**src/rtl/dataframe_sequencer.sv**
```systemverilog
// Streams one dataframe per header/footer FIFO entry: two header lines, the
// ADC payload split into 64-bit halves, then a footer line marked with TLAST.
module dataframe_sequencer #(
    parameter int LEN_MSB = 175,
    parameter int LEN_LSB = 164
) (
    input  logic         ACLK,
    input  logic         ARESET,
    input  logic [191:0] HF_FIFO_DOUT,
    input  logic         HF_FIFO_EMPTY,
    output logic         HF_FIFO_RD_EN,
    input  logic [127:0] ADC_FIFO_DOUT,
    input  logic         ADC_FIFO_EMPTY,
    output logic         ADC_FIFO_RD_EN,
    output logic [63:0]  M_AXIS_TDATA,
    output logic         M_AXIS_TVALID,
    input  logic         M_AXIS_TREADY,
    output logic         M_AXIS_TLAST,
    output logic [31:0]  FRAME_COUNT,
    output logic         LEN_ERROR
);

    typedef enum logic [2:0] {IDLE, HDR0, HDR1, ADC_HI, ADC_LO, FTR} state_t;

    state_t        state_q, state_d;
    logic [191:0]  entry_q, entry_d;
    logic [11:0]   cnt_q, cnt_d;
    logic [31:0]   frame_count_q, frame_count_d;
    logic          len_error_q, len_error_d;
    logic [11:0]   len_field;

    assign len_field   = HF_FIFO_DOUT[LEN_MSB:LEN_LSB];
    assign FRAME_COUNT = frame_count_q;
    assign LEN_ERROR   = len_error_q;

    always_comb begin
        state_d        = state_q;
        entry_d        = entry_q;
        cnt_d          = cnt_q;
        frame_count_d  = frame_count_q;
        len_error_d    = len_error_q;
        HF_FIFO_RD_EN  = 1'b0;
        ADC_FIFO_RD_EN = 1'b0;
        M_AXIS_TVALID  = 1'b0;
        M_AXIS_TLAST   = 1'b0;
        M_AXIS_TDATA   = '0;

        case (state_q)
            IDLE: begin
                if (!HF_FIFO_EMPTY) begin
                    HF_FIFO_RD_EN = 1'b1;
                    entry_d       = HF_FIFO_DOUT;
                    // An odd length drops its LSB; only whole ADC words are sent.
                    cnt_d         = {len_field[11:1], 1'b0};
                    if (len_field[0]) begin
                        len_error_d = 1'b1;
                    end
                    state_d = HDR0;
                end
            end
            HDR0: begin
                M_AXIS_TVALID = 1'b1;
                M_AXIS_TDATA  = entry_q[191:128];
                if (M_AXIS_TREADY) begin
                    state_d = HDR1;
                end
            end
            HDR1: begin
                M_AXIS_TVALID = 1'b1;
                M_AXIS_TDATA  = entry_q[127:64];
                if (M_AXIS_TREADY) begin
                    state_d = (cnt_q == 12'd0) ? FTR : ADC_HI;
                end
            end
            ADC_HI: begin
                M_AXIS_TVALID = !ADC_FIFO_EMPTY;
                M_AXIS_TDATA  = ADC_FIFO_DOUT[127:64];
                if (!ADC_FIFO_EMPTY && M_AXIS_TREADY) begin
                    cnt_d   = cnt_q - 12'd1;
                    state_d = ADC_LO;
                end
            end
            ADC_LO: begin
                M_AXIS_TVALID = !ADC_FIFO_EMPTY;
                M_AXIS_TDATA  = ADC_FIFO_DOUT[63:0];
                if (!ADC_FIFO_EMPTY && M_AXIS_TREADY) begin
                    ADC_FIFO_RD_EN = 1'b1;
                    cnt_d          = cnt_q - 12'd1;
                    state_d        = (cnt_q == 12'd1) ? FTR : ADC_HI;
                end
            end
            FTR: begin
                M_AXIS_TVALID = 1'b1;
                M_AXIS_TLAST  = 1'b1;
                M_AXIS_TDATA  = entry_q[63:0];
                if (M_AXIS_TREADY) begin
                    frame_count_d = frame_count_q + 32'd1;
                    state_d       = IDLE;
                end
            end
            default: state_d = IDLE;
        endcase

        // Reset wins in its own cycle: nothing is popped or presented.
        if (ARESET) begin
            HF_FIFO_RD_EN  = 1'b0;
            ADC_FIFO_RD_EN = 1'b0;
            M_AXIS_TVALID  = 1'b0;
            M_AXIS_TLAST   = 1'b0;
            M_AXIS_TDATA   = '0;
        end
    end

    always_ff @(posedge ACLK) begin
        if (ARESET) begin
            state_q       <= IDLE;
            entry_q       <= '0;
            cnt_q         <= '0;
            frame_count_q <= '0;
            len_error_q   <= 1'b0;
        end else begin
            state_q       <= state_d;
            entry_q       <= entry_d;
            cnt_q         <= cnt_d;
            frame_count_q <= frame_count_d;
            len_error_q   <= len_error_d;
        end
    end

endmodule

```
**config.mk**
```make
export PLATFORM = sky130hd
export DESIGN_NAME = dataframe_sequencer
export DESIGN_NICKNAME = d
export VERILOG_FILES = /design/src/rtl/dataframe_sequencer.sv
export SDC_FILE = /design/constraint.sdc
export NUM_CORES = 1
export LEC_CHECK = 0
export CAP_MARGIN = 5
export CORE_MARGIN = 10
export CORE_UTILIZATION = 35
export CTS_CLUSTER_DIAMETER = 80
export DETAILED_ROUTE_END_ITERATION = 6
export GPL_TIMING_DRIVEN = 0
export PLACE_DENSITY = 0.66
export SLEW_MARGIN = 30
export SYNTH_ARGS = -nofsm -noshare
export SYNTH_HDL_FRONTEND = slang
export SYNTH_SLANG_ARGS = --single-unit
```
**constraint.sdc**
```tcl
create_clock -name ACLK -period 2.47 [get_ports ACLK]
set_clock_uncertainty 0.05 [all_clocks]
set_input_delay 0.6175 -clock ACLK [delete_from_list [all_inputs] [get_ports ACLK]]
set_output_delay 0.6175 -clock ACLK [all_outputs]
set_load 0.1 [all_outputs]
```
==> impl_metrics.env, run 1 <==
export IMPL_place_gp_congestion=0.941
export IMPL_root_buffer="clkbuf_16"
export IMPL_grt_setup_unrepaired="yes"
export IMPL_clock_fmax_ghz=0.341
export IMPL_portBuffers=424
export IMPL_syn_cell_area_um2=11300
export IMPL_synth_area_per_cell_um2=7.45
export IMPL_grt_pass1_vias=13300
export IMPL_timing_final_ws_setup_ns=-0.462
export IMPL_outcome="complete, but fails checks"
export IMPL_route_vias_total=13000
export IMPL_grt_overflow_total=0
export IMPL_crit_required_ns=1.80
export IMPL_postLayoutCellArea_um2=20600
export IMPL_min_from="M_AXIS_TREADY"
export IMPL_crit_start="state_q[1]"
export IMPL_htreeDepth=1
export IMPL_cts_made_buffers=28
export IMPL_hold_viol_final=0
export IMPL_cap_violations=0
export IMPL_cp_arrival_ns=2.26
export IMPL_dr_pass1_iters=6
export IMPL_synth_area_leaders="dfxtp_1 43%, a21oi_1 15%, nand2_1 14%, mux2i_1 5.7%, a22oi_1 4.3%"
export IMPL_crit_path_end_kind="output port"
export IMPL_via_per_inst=5.33
export IMPL_cts_buffer_depth=3
export IMPL_antenna_found_initial=15
export IMPL_dpl_instance_area_um2=17000
export IMPL_syn_nets=1843
export IMPL_crit_reg2reg_launch="state_q[2]"
export IMPL_postRouteAntennaNets=0
export IMPL_dpl_hpwl_um=40500
export IMPL_start_util_pct=35.6
export IMPL_crit_type="register to output port"
export IMPL_synth_edf_count=0
export IMPL_async_flop_share_pct=0
export IMPL_yosys_most_used_dff="dfxtp_1"
export IMPL_p_leak_uw=0.00738
export IMPL_fin_util_pct=65.1
export IMPL_clk_latency_ns=0.54
export IMPL_dp_slack_ns=-1.67
export IMPL_layout_common_cells="408 x nand2_1, 322 x clkdlybuf4s50_1, 228 x dfxtp_1, 220 x a21oi_1, 95 x nor2_1"
export IMPL_grt_pass1_wl_um=80100
export IMPL_drive_above_1_share_pct=24.1
export IMPL_p_sw_uw=9360
export IMPL_drv_slew=0
export IMPL_yosysSeqAreaShare_pct=42.6
export IMPL_wl_um=55900
export IMPL_die_w_um=200
export IMPL_drc=0
export IMPL_ys_ff_latch=240
export IMPL_nets=2344
export IMPL_grt_max_degree=14
export IMPL_powerDensity_nw_per_um2=1030
export IMPL_netlist_instances=1514
export IMPL_cts_sinks=240
export IMPL_yosysTopAreaCell="dfxtp_1"
export IMPL_netlist_area_leader_share_pct=42.6
export IMPL_violations="negative setup slack"
export IMPL_power_frac_clock_pct=19.1
export IMPL_pwr_share_seq_pct=25.0
export IMPL_sw_frac_of_total_pct=44.2
export IMPL_num_fill_cells=2569
export IMPL_worstPathMaxFanout=6
export IMPL_p_int_uw=11800
export IMPL_fin_hold_ws_ns=0.347
export IMPL_worstMarginPinSlew_ns=1.01
export IMPL_dieArea_um2=39800
export IMPL_finalSetupViolCount=66
export IMPL_rows=65
export IMPL_layout_commonest_cell="nand2_1"
export IMPL_area_delta_synth_final_pct=82.9
export IMPL_ctsHoldBuffers=0
export IMPL_die_height_um=200
export IMPL_cp_start_kind="register"
export IMPL_drt_initial_drc_count=812
export IMPL_wl_per_cell_um=22.8
export IMPL_io_pins=426
export IMPL_yosys_warnings=0
export IMPL_core_um2=31700
export IMPL_yosysUniqueCellTypes=59
export IMPL_ir_worst_vdd_v=0.000619
export IMPL_relSlewSlack_pct=32.6
export IMPL_p_comb_share_pct=55.9
export IMPL_cts_tree="built"
export IMPL_setup_tns_ns=-27.50
export IMPL_post_route_min_period_ns=2.93
export IMPL_clk_pin_slew_ns=0.06
export IMPL_holdCritPathClass="input pin to register"
export IMPL_post_route_period_util_pct=119
export IMPL_grtUsageTotal_pct=26.4
==> logic make-up (layout without fill, tap and decap cells) <==
kind of cell             after synthesis  after routing  share of synthesized area (%)
flip-flops                           240            240                           42.6
other                                  0             10                              0
AO/OA/AOI/OAI                        449            449                           22.0
adder cells (fa/ha/maj)                4              4                          0.444
buffers and inverters                133            652                           4.78
XOR/XNOR                              27             27                           2.10
multiplexers                          65             65                           5.78
AND/OR/NAND/NOR                      596            596                           22.3
==> critical path: stages (launching register included) <==
cell	delay [ns]
dfxtp_4	0.38
buf_8	0.13
inv_6	0.04
nor3_4	0.15
buf_6	0.15
buf_12	0.14
buf_12	0.12
clkbuf_16	0.15
a21oi_2	0.07
a21oi_4	0.18
buf_12	0.19
==> layout make-up <==
class | count | area [um2] | area share [%]
repair buffers | 474 | 5650 | 27.4
multi-input cells | 1141 | 7560 | 36.6
well taps | 402 | 503 | 2.44
clock inverters | 4 | 20.0 | 0.0970
flip-flops and latches | 240 | 4820 | 23.4
plain buffers | 123 | 1160 | 5.63
inverters | 7 | 33.8 | 0.164
diodes | 10 | 25.0 | 0.121
clock buffers | 44 | 862 | 4.18
==> power groups by stage <==
stage               sequential, uW  clock, uW  combinational [uW]
finish                        5290       4030               11800
global route                  5380       4230               12500
CTS                           5200       4080               11100
detailed placement            5200          0                8940
global placement              5160          0                8860
floorplan                     5110          0                6260
==> final timing paths <==
path | to | slack [ns] | depth (start not counted)
min | FRAME_COUNT[1] | 0.35 | 3
max | M_AXIS_TDATA[32] | -0.46 | 10
max reg2reg | entry_q[15] | 0.13 | 7
min reg2reg | entry_q[2] | 0.40 | 2
==> metal layers <==
metal	GRT usage, %	vias up	share of wire, %
li1	-	6195	-
met1	31.0	6201	39
met2	45.3	533	49
met3	7.23	100	8.4
met4	9.25	8	2.9
met5	0	-	0.098
==> Yosys cell counts (2+ instances only) <==
cell type and count:
nor3_1 7, or3_1 5, a31oi_1 2, ha_1 4
and3_1 6, a211oi_1 3, a21o_1 5, buf_1 15
a22oi_1 64, buf_2 20, buf_4 2, o21ai_0 5
nand4b_1 4, xnor2_1 4, nand4_1 12, inv_1 6
nor4b_1 2, nand2_1 408, nand2b_1 2, and4_1 6
mux2i_1 64, nor2b_1 3, a21oi_1 348, nor2_1 105
clkbuf_1 88, dfxtp_1 240, xor2_1 23, nand3_1 17
o21ai_1 10, nor4_1 3, o211ai_1 2, nor3_2 2
==> sequential cells by signal, indices dropped and copies added, names as in the netlist <==
register and flops:
state_q 3, cnt_q 12, entry_q 192, FRAME_COUNT 32, LEN_ERROR 1
==> repair_timing <==
action | in CTS | in global routing
endpoints found under the hold margin | 0 | 0
setup buffers | 26 | 6
endpoints found under the setup margin | 281 | 267
gates cloned | 11 | 6
pin swaps | 35 | 41
resized for setup | 869 | 137
==> through the flow <==
stage / cells / power [uW]
2_1_floorplan: 1514 / 11400
3_3_place_gp: 2340 / 14000
3_5_place_dp: 2342 / 14100
4_1_cts: 2427 / 20400
5_1_grt: 2444 / 22100
6_report: 2445 / 21200
(Power assumes the default switching activity.)
==> run 2: changes to the inputs <==
--- a/config.mk
+++ b/config.mk
@@ -5,12 +5,10 @@
 export SDC_FILE = /design/constraint.sdc
 export NUM_CORES = 1
 export LEC_CHECK = 0
-export CAP_MARGIN = 5
 export CORE_MARGIN = 10
 export CORE_UTILIZATION = 35
 export CTS_CLUSTER_DIAMETER = 80
 export DETAILED_ROUTE_END_ITERATION = 6
-export GPL_TIMING_DRIVEN = 0
 export PLACE_DENSITY = 0.66
 export SLEW_MARGIN = 30
 export SYNTH_ARGS = -nofsm -noshare
==> run 2 against run 1 <==
The run still ends with negative setup slack left; global-route usage shrank 2.8 points; register-to-register slack gained 0.16 ns; sequential share of layout area grew 0.54 points; sequential power is essentially flat; largest power group unchanged; highest routed layer unchanged.
==> impl_metrics.env, run 2 (same netlist as run 1, synthesis figures left out) <==
export IMPL_outcome="complete, but fails checks"
export IMPL_violations="negative setup slack"
export IMPL_crit_type="register to output port"
export IMPL_antenna_found_initial=10
export IMPL_critPathMaxStageDelay_ns=0.37
export IMPL_grt_max_degree=196
export IMPL_path_buf_inv=5
export IMPL_p_leak_uw=0.00706
export IMPL_reg2reg_to="cnt_q[3]"
export IMPL_crit_start="state_q[0]"
export IMPL_postRouteAntennaNets=0
export IMPL_dieArea_um2=39800
export IMPL_grt_overflow_total=0
export IMPL_top_layer_used="met5"
export IMPL_via_per_inst=5.34
export IMPL_rrSetupSlack_ns=0.29
export IMPL_clock_fmax_ghz=0.345
export IMPL_cp_arrival_ns=2.23
export IMPL_grt_setup_unrepaired="yes"
export IMPL_route_met2_wl_um=25900
export IMPL_crit_path_frequent_cell="buf_12"
export IMPL_cp_start_kind="register"
export IMPL_place_gp_congestion=0.894
export IMPL_crit_reg2reg_launch="state_q[0]"
export IMPL_clk_latency_ns=0.55
export IMPL_powerDensity_nw_per_um2=1040
export IMPL_grtUsageTotal_pct=23.7
export IMPL_dp_slack_ns=-0.241
export IMPL_dpl_instance_area_um2=17800
export IMPL_ir_worst_vdd_v=0.000843
export IMPL_area_delta_synth_final_pct=78.9
export IMPL_top_register="entry_q"
export IMPL_crit_required_ns=1.80
export IMPL_cts_buffer_depth=3
export IMPL_crit_chain="buf_12 > nor3_4 > buf_12 > buf_16 > clkbuf_16 > a21oi_2 > a21oi_4 > buf_12"
export IMPL_core_um2=31700
export IMPL_root_buffer="clkbuf_16"
export IMPL_drt_initial_drc_count=888
export IMPL_grt_pass1_wl_um=74100
export IMPL_cp_depth=8
export IMPL_cts_tree="built"
export IMPL_nets=2284
export IMPL_die_height_um=200
export IMPL_drv_slew=0
export IMPL_htreeDepth=1
export IMPL_ctsHoldBuffers=0
export IMPL_wl_met1_um=21300
export IMPL_post_route_period_util_pct=117
export IMPL_crit_end="M_AXIS_TDATA[23]"
export IMPL_clk_pin_slew_ns=0.06
export IMPL_layout_commonest_cell="nand2_1"
export IMPL_postLayoutCellArea_um2=20200
export IMPL_drive_above_1_share_pct=23.7
export IMPL_io_pins=426
export IMPL_timing_final_ws_setup_ns=-0.427
export IMPL_crit_path_end_kind="output port"
export IMPL_setup_tns_ns=-22.93
export IMPL_layout_common_cells="408 x nand2_1, 322 x clkdlybuf4s50_1, 236 x a21oi_1, 228 x dfxtp_1, 100 x buf_12"
export IMPL_route_vias_total=12700
export IMPL_route_met3_wl_um=4420
export IMPL_rows=65
export IMPL_fin_hold_ws_ns=0.403
export IMPL_hold_viol_final=0
export IMPL_dr_pass1_iters=5
export IMPL_holdCritPathClass="register to register"
export IMPL_crit_family="buffers and inverters"
export IMPL_crit_slowest_cell="dfxtp_4"
export IMPL_wl_per_cell_um=22.3
export IMPL_cap_violations=0
export IMPL_worstMarginPinSlew_ns=1.22
export IMPL_reg2reg_depth=8
export IMPL_largest_reg_flops=192
export IMPL_worstPathMaxFanout=8
export IMPL_cts_sinks=240
export IMPL_cts_made_buffers=28
export IMPL_relSlewSlack_pct=19.0
export IMPL_die_w_um=200
export IMPL_power_total_uw=21000
export IMPL_grt_pass1_vias=12700
export IMPL_wl_um=53100
export IMPL_dpl_hpwl_um=34800
export IMPL_drc=0
export IMPL_finalSetupViolCount=68
export IMPL_post_route_min_period_ns=2.90
export IMPL_portBuffers=425
export IMPL_start_util_pct=35.6
-- run 2: cell count changes in the layout (fill, tap and decap cells not counted), moves of 16 or more --
cell	previous run	this run
buf_2	16	0
clkbuf_1	56	3
buf_12	82	100
a21oi_1	220	236
buf_4	19	77
dlymetal6s2s_1	16	0
-- run 2: worst reg2reg max path, stage by stage (launching register included) --
cell and delay, ns:
dfxtp_4 0.38, buf_12 0.14, and3b_4 0.24, buf_12 0.12
buf_8 0.19, o21bai_2 0.35, mux2_2 0.41, nand2_1 0.07
a21oi_1 0.06
-- run 2: what timing repair did --
action | in CTS | in global routing
pin swaps | 31 | 62
setup endpoints to repair | 68 | 68
resized for setup | 59 | 109
gates cloned | 5 | 16
setup buffers | 12 | 14
-- run 2: final cells by class --
type	count	area [um2]
inverters	7	26.3
repair buffers	537	6560
fillers	2625	11500
multi-input cells	1141	7340
well taps	402	503
clock buffers	40	847
clock inverters	9	70.1
flip-flops and latches	240	4830
diodes	6	15.0
-- run 2: through the flow --
stage / std cells / util, %
5_1_grt: 2381 / 63.6
3_3_place_gp: 2285 / 56.0
6_report: 2382 / 63.6
2_1_floorplan: 1514 / -
3_5_place_dp: 2285 / 56.0
4_1_cts: 2351 / 60.6
-- run 2: worst min-delay path by stage --
stage | from | endpoint | slack (ns) | cells after the start
global placement | entry_q[52] | entry_q[52] | 0.39 | 2
global route | entry_q[36] | entry_q[36] | 0.42 | 2
floorplan | entry_q[0] | entry_q[0] | 0.39 | 2
detailed placement | entry_q[56] | entry_q[56] | 0.40 | 2
finish | entry_q[97] | entry_q[97] | 0.40 | 2
CTS | entry_q[56] | entry_q[56] | 0.40 | 2
-- run 2: routing by layer --
metal | track usage, % | up-vias
met1 | 27.8 | 6109
met4 | 8.02 | 4
met5 | 0 | -
met2 | 40.2 | 434
met3 | 7.12 | 79
li1 | - | 6088
-- run 2: power breakdown --
| part | internal [uW] | switching, uW | total [uW] |
|---|---|---|---|
| clock | 2460 | 1690 | 4150 |
| sequential | 4700 | 587 | 5280 |
| combinational | 4740 | 6830 | 11600 |
| total | 11900 | 9110 | 21000 |
==> run 3: changes to the inputs <==
--- a/config.mk
+++ b/config.mk
@@ -6,10 +6,11 @@
 export NUM_CORES = 1
 export LEC_CHECK = 0
 export CORE_MARGIN = 10
-export CORE_UTILIZATION = 35
+export CORE_UTILIZATION = 40
 export CTS_CLUSTER_DIAMETER = 80
 export DETAILED_ROUTE_END_ITERATION = 6
-export PLACE_DENSITY = 0.66
+export PLACE_DENSITY = 0.74
+export SETUP_SLACK_MARGIN = 0.4
 export SLEW_MARGIN = 30
 export SYNTH_ARGS = -nofsm -noshare
 export SYNTH_HDL_FRONTEND = slang
==> run 3 against run 2 <==
The run still ends with negative setup slack left; power grew 3.5%; worst setup slack gained 0.045 ns; critical path type unchanged; highest routed layer unchanged; final area grew 2.6%; largest cell class unchanged; sequential power grew 1%.
==> impl_metrics.env, run 3 (same netlist as run 1, synthesis figures left out) <==
export IMPL_postRouteAntennaNets=0
export IMPL_crit_required_ns=1.80
export IMPL_crit_path_end_kind="output port"
export IMPL_cp_arrival_ns=2.18
export IMPL_largest_reg_flops=192
export IMPL_fin_hold_ws_ns=0.403
export IMPL_htreeDepth=1
export IMPL_finalSetupViolCount=67
export IMPL_dpl_instance_area_um2=17800
export IMPL_post_route_min_period_ns=2.85
export IMPL_via_per_inst=5.51
export IMPL_hold_viol_final=0
export IMPL_grt_pass1_vias=12600
export IMPL_portBuffers=425
export IMPL_postLayoutCellArea_um2=20700
export IMPL_cp_start_kind="register"
export IMPL_top_layer_used="met5"
export IMPL_worstMarginPinSlew_ns=0.635
export IMPL_cts_made_buffers=28
export IMPL_die_w_um=188
export IMPL_grtUsageTotal_pct=25.3
export IMPL_cap_violations=0
export IMPL_outcome="complete, but fails checks"
export IMPL_drt_initial_drc_count=1006
export IMPL_critPathMaxStageDelay_ns=0.38
export IMPL_dp_cells=2245
export IMPL_drc=0
export IMPL_dr_pass1_iters=5
export IMPL_crit_slowest_cell="dfxtp_4"
export IMPL_clk_latency_ns=0.56
export IMPL_p_leak_uw=0.00732
export IMPL_grt_max_degree=125
export IMPL_cts_tree="built"
export IMPL_wl_um=53300
export IMPL_wl_met1_um=20600
export IMPL_clock_fmax_ghz=0.351
export IMPL_drive_above_1_share_pct=27.4
export IMPL_wl_per_cell_um=22.5
export IMPL_ir_worst_vdd_v=0.000677
export IMPL_timing_final_ws_setup_ns=-0.382
export IMPL_relSlewSlack_pct=57.7
export IMPL_violations="negative setup slack"
export IMPL_antenna_found_initial=13
export IMPL_crit_type="register to output port"
export IMPL_drv_slew=0
export IMPL_clk_pin_slew_ns=0.06
export IMPL_root_buffer="clkbuf_16"
export IMPL_post_route_period_util_pct=115
export IMPL_ctsHoldBuffers=0
export IMPL_crit_path_frequent_cell="buf_12"
export IMPL_worstPathMaxFanout=8
export IMPL_route_vias_total=13100
export IMPL_dpl_hpwl_um=33000
export IMPL_layout_commonest_cell="nand2_1"
export IMPL_powerDensity_nw_per_um2=1050
export IMPL_power_total_uw=21700
export IMPL_io_pins=426
export IMPL_route_met3_wl_um=3830
export IMPL_stdcell_count=2370
export IMPL_grt_overflow_total=0
export IMPL_grt_setup_unrepaired="yes"
export IMPL_setup_tns_ns=-23.08
export IMPL_die_height_um=188
export IMPL_grt_pass1_wl_um=72700
export IMPL_rows=61
export IMPL_start_util_pct=40.6
export IMPL_cts_sinks=240
export IMPL_cts_buffer_depth=3
export IMPL_area_delta_synth_final_pct=83.5
export IMPL_core_um2=27800
export IMPL_place_gp_congestion=0.861
export IMPL_dieArea_um2=35300
export IMPL_nets=2292
export IMPL_crit_chain="buf_6 > buf_12 > o31ai_4 > buf_6 > buf_12 > a21oi_4 > buf_12"
export IMPL_layout_common_cells="361 x nand2_1, 323 x clkdlybuf4s50_1, 236 x a21oi_1, 209 x dfxtp_1, 99 x nor2_1"
export IMPL_holdCritPathClass="register to register"
export IMPL_route_met2_wl_um=26400
export IMPL_top_register="entry_q"
## run 3: worst paths after layout
| path | start | to | slack, ns | cells past startpoint |
|---|---|---|---|---|
| worst max register to register | state_q[0] | FRAME_COUNT[31] | 0.24 | 10 |
| worst max-delay path | state_q[0] | M_AXIS_TDATA[10] | -0.38 | 7 |
| worst min-delay path | entry_q[7] | entry_q[7] | 0.40 | 2 |
| worst min register to register | entry_q[7] | entry_q[7] | 0.40 | 2 |
## run 3: what timing repair did
action | 4_1_cts | 5_1_grt
pin swaps | 13 | 113
gates cloned | 8 | 25
setup endpoints to repair | 88 | 161
buffers inserted | 15 | 18
gates resized for setup | 37 | 208
## run 3: area by class of cell
class / instances / area (um2)
timing repair buffer: 545 / 6790
inverter: 7 / 26.3
clock buffer: 36 / 771
fill: 1996 / 7080
clock inverter: 12 / 128
tap: 378 / 473
sequential: 240 / 4880
antenna: 11 / 27.5
multi-input combinational: 1141 / 7610
## run 3: metrics by stage
step / setup WS [ns] / util, %
after global routing: -0.465 / 74.5
after detailed placement: -0.176 / 64.0
final: -0.382 / 74.5
after global placement: -0.117 / 64.0
after floorplan: -0.127 / -
after CTS: -0.366 / 68.9
## run 3: critical path: cells and delay by family (launching register included)
kind	cells	cell delay, ns
AO/OA/AOI/OAI	2	0.35
flip-flops	1	0.38
buffers and inverters	5	0.89
## run 3: routing by layer
layer	vias to the layer above	track usage, %
met3	121	5.64
met2	547	43.3
li1	6100	-
met5	-	0
met4	2	11.0
met1	6284	29.9
## run 3: where the power goes
| part | leakage [uW] | internal, uW | switching [uW] | total [uW] |
|---|---|---|---|---|
| registers | 0.00198 | 4680 | 666 | 5350 |
| logic | 0.00489 | 5160 | 7130 | 12300 |
| clock network | 0.000442 | 2400 | 1700 | 4100 |
| total | 0.00732 | 12200 | 9500 | 21700 |
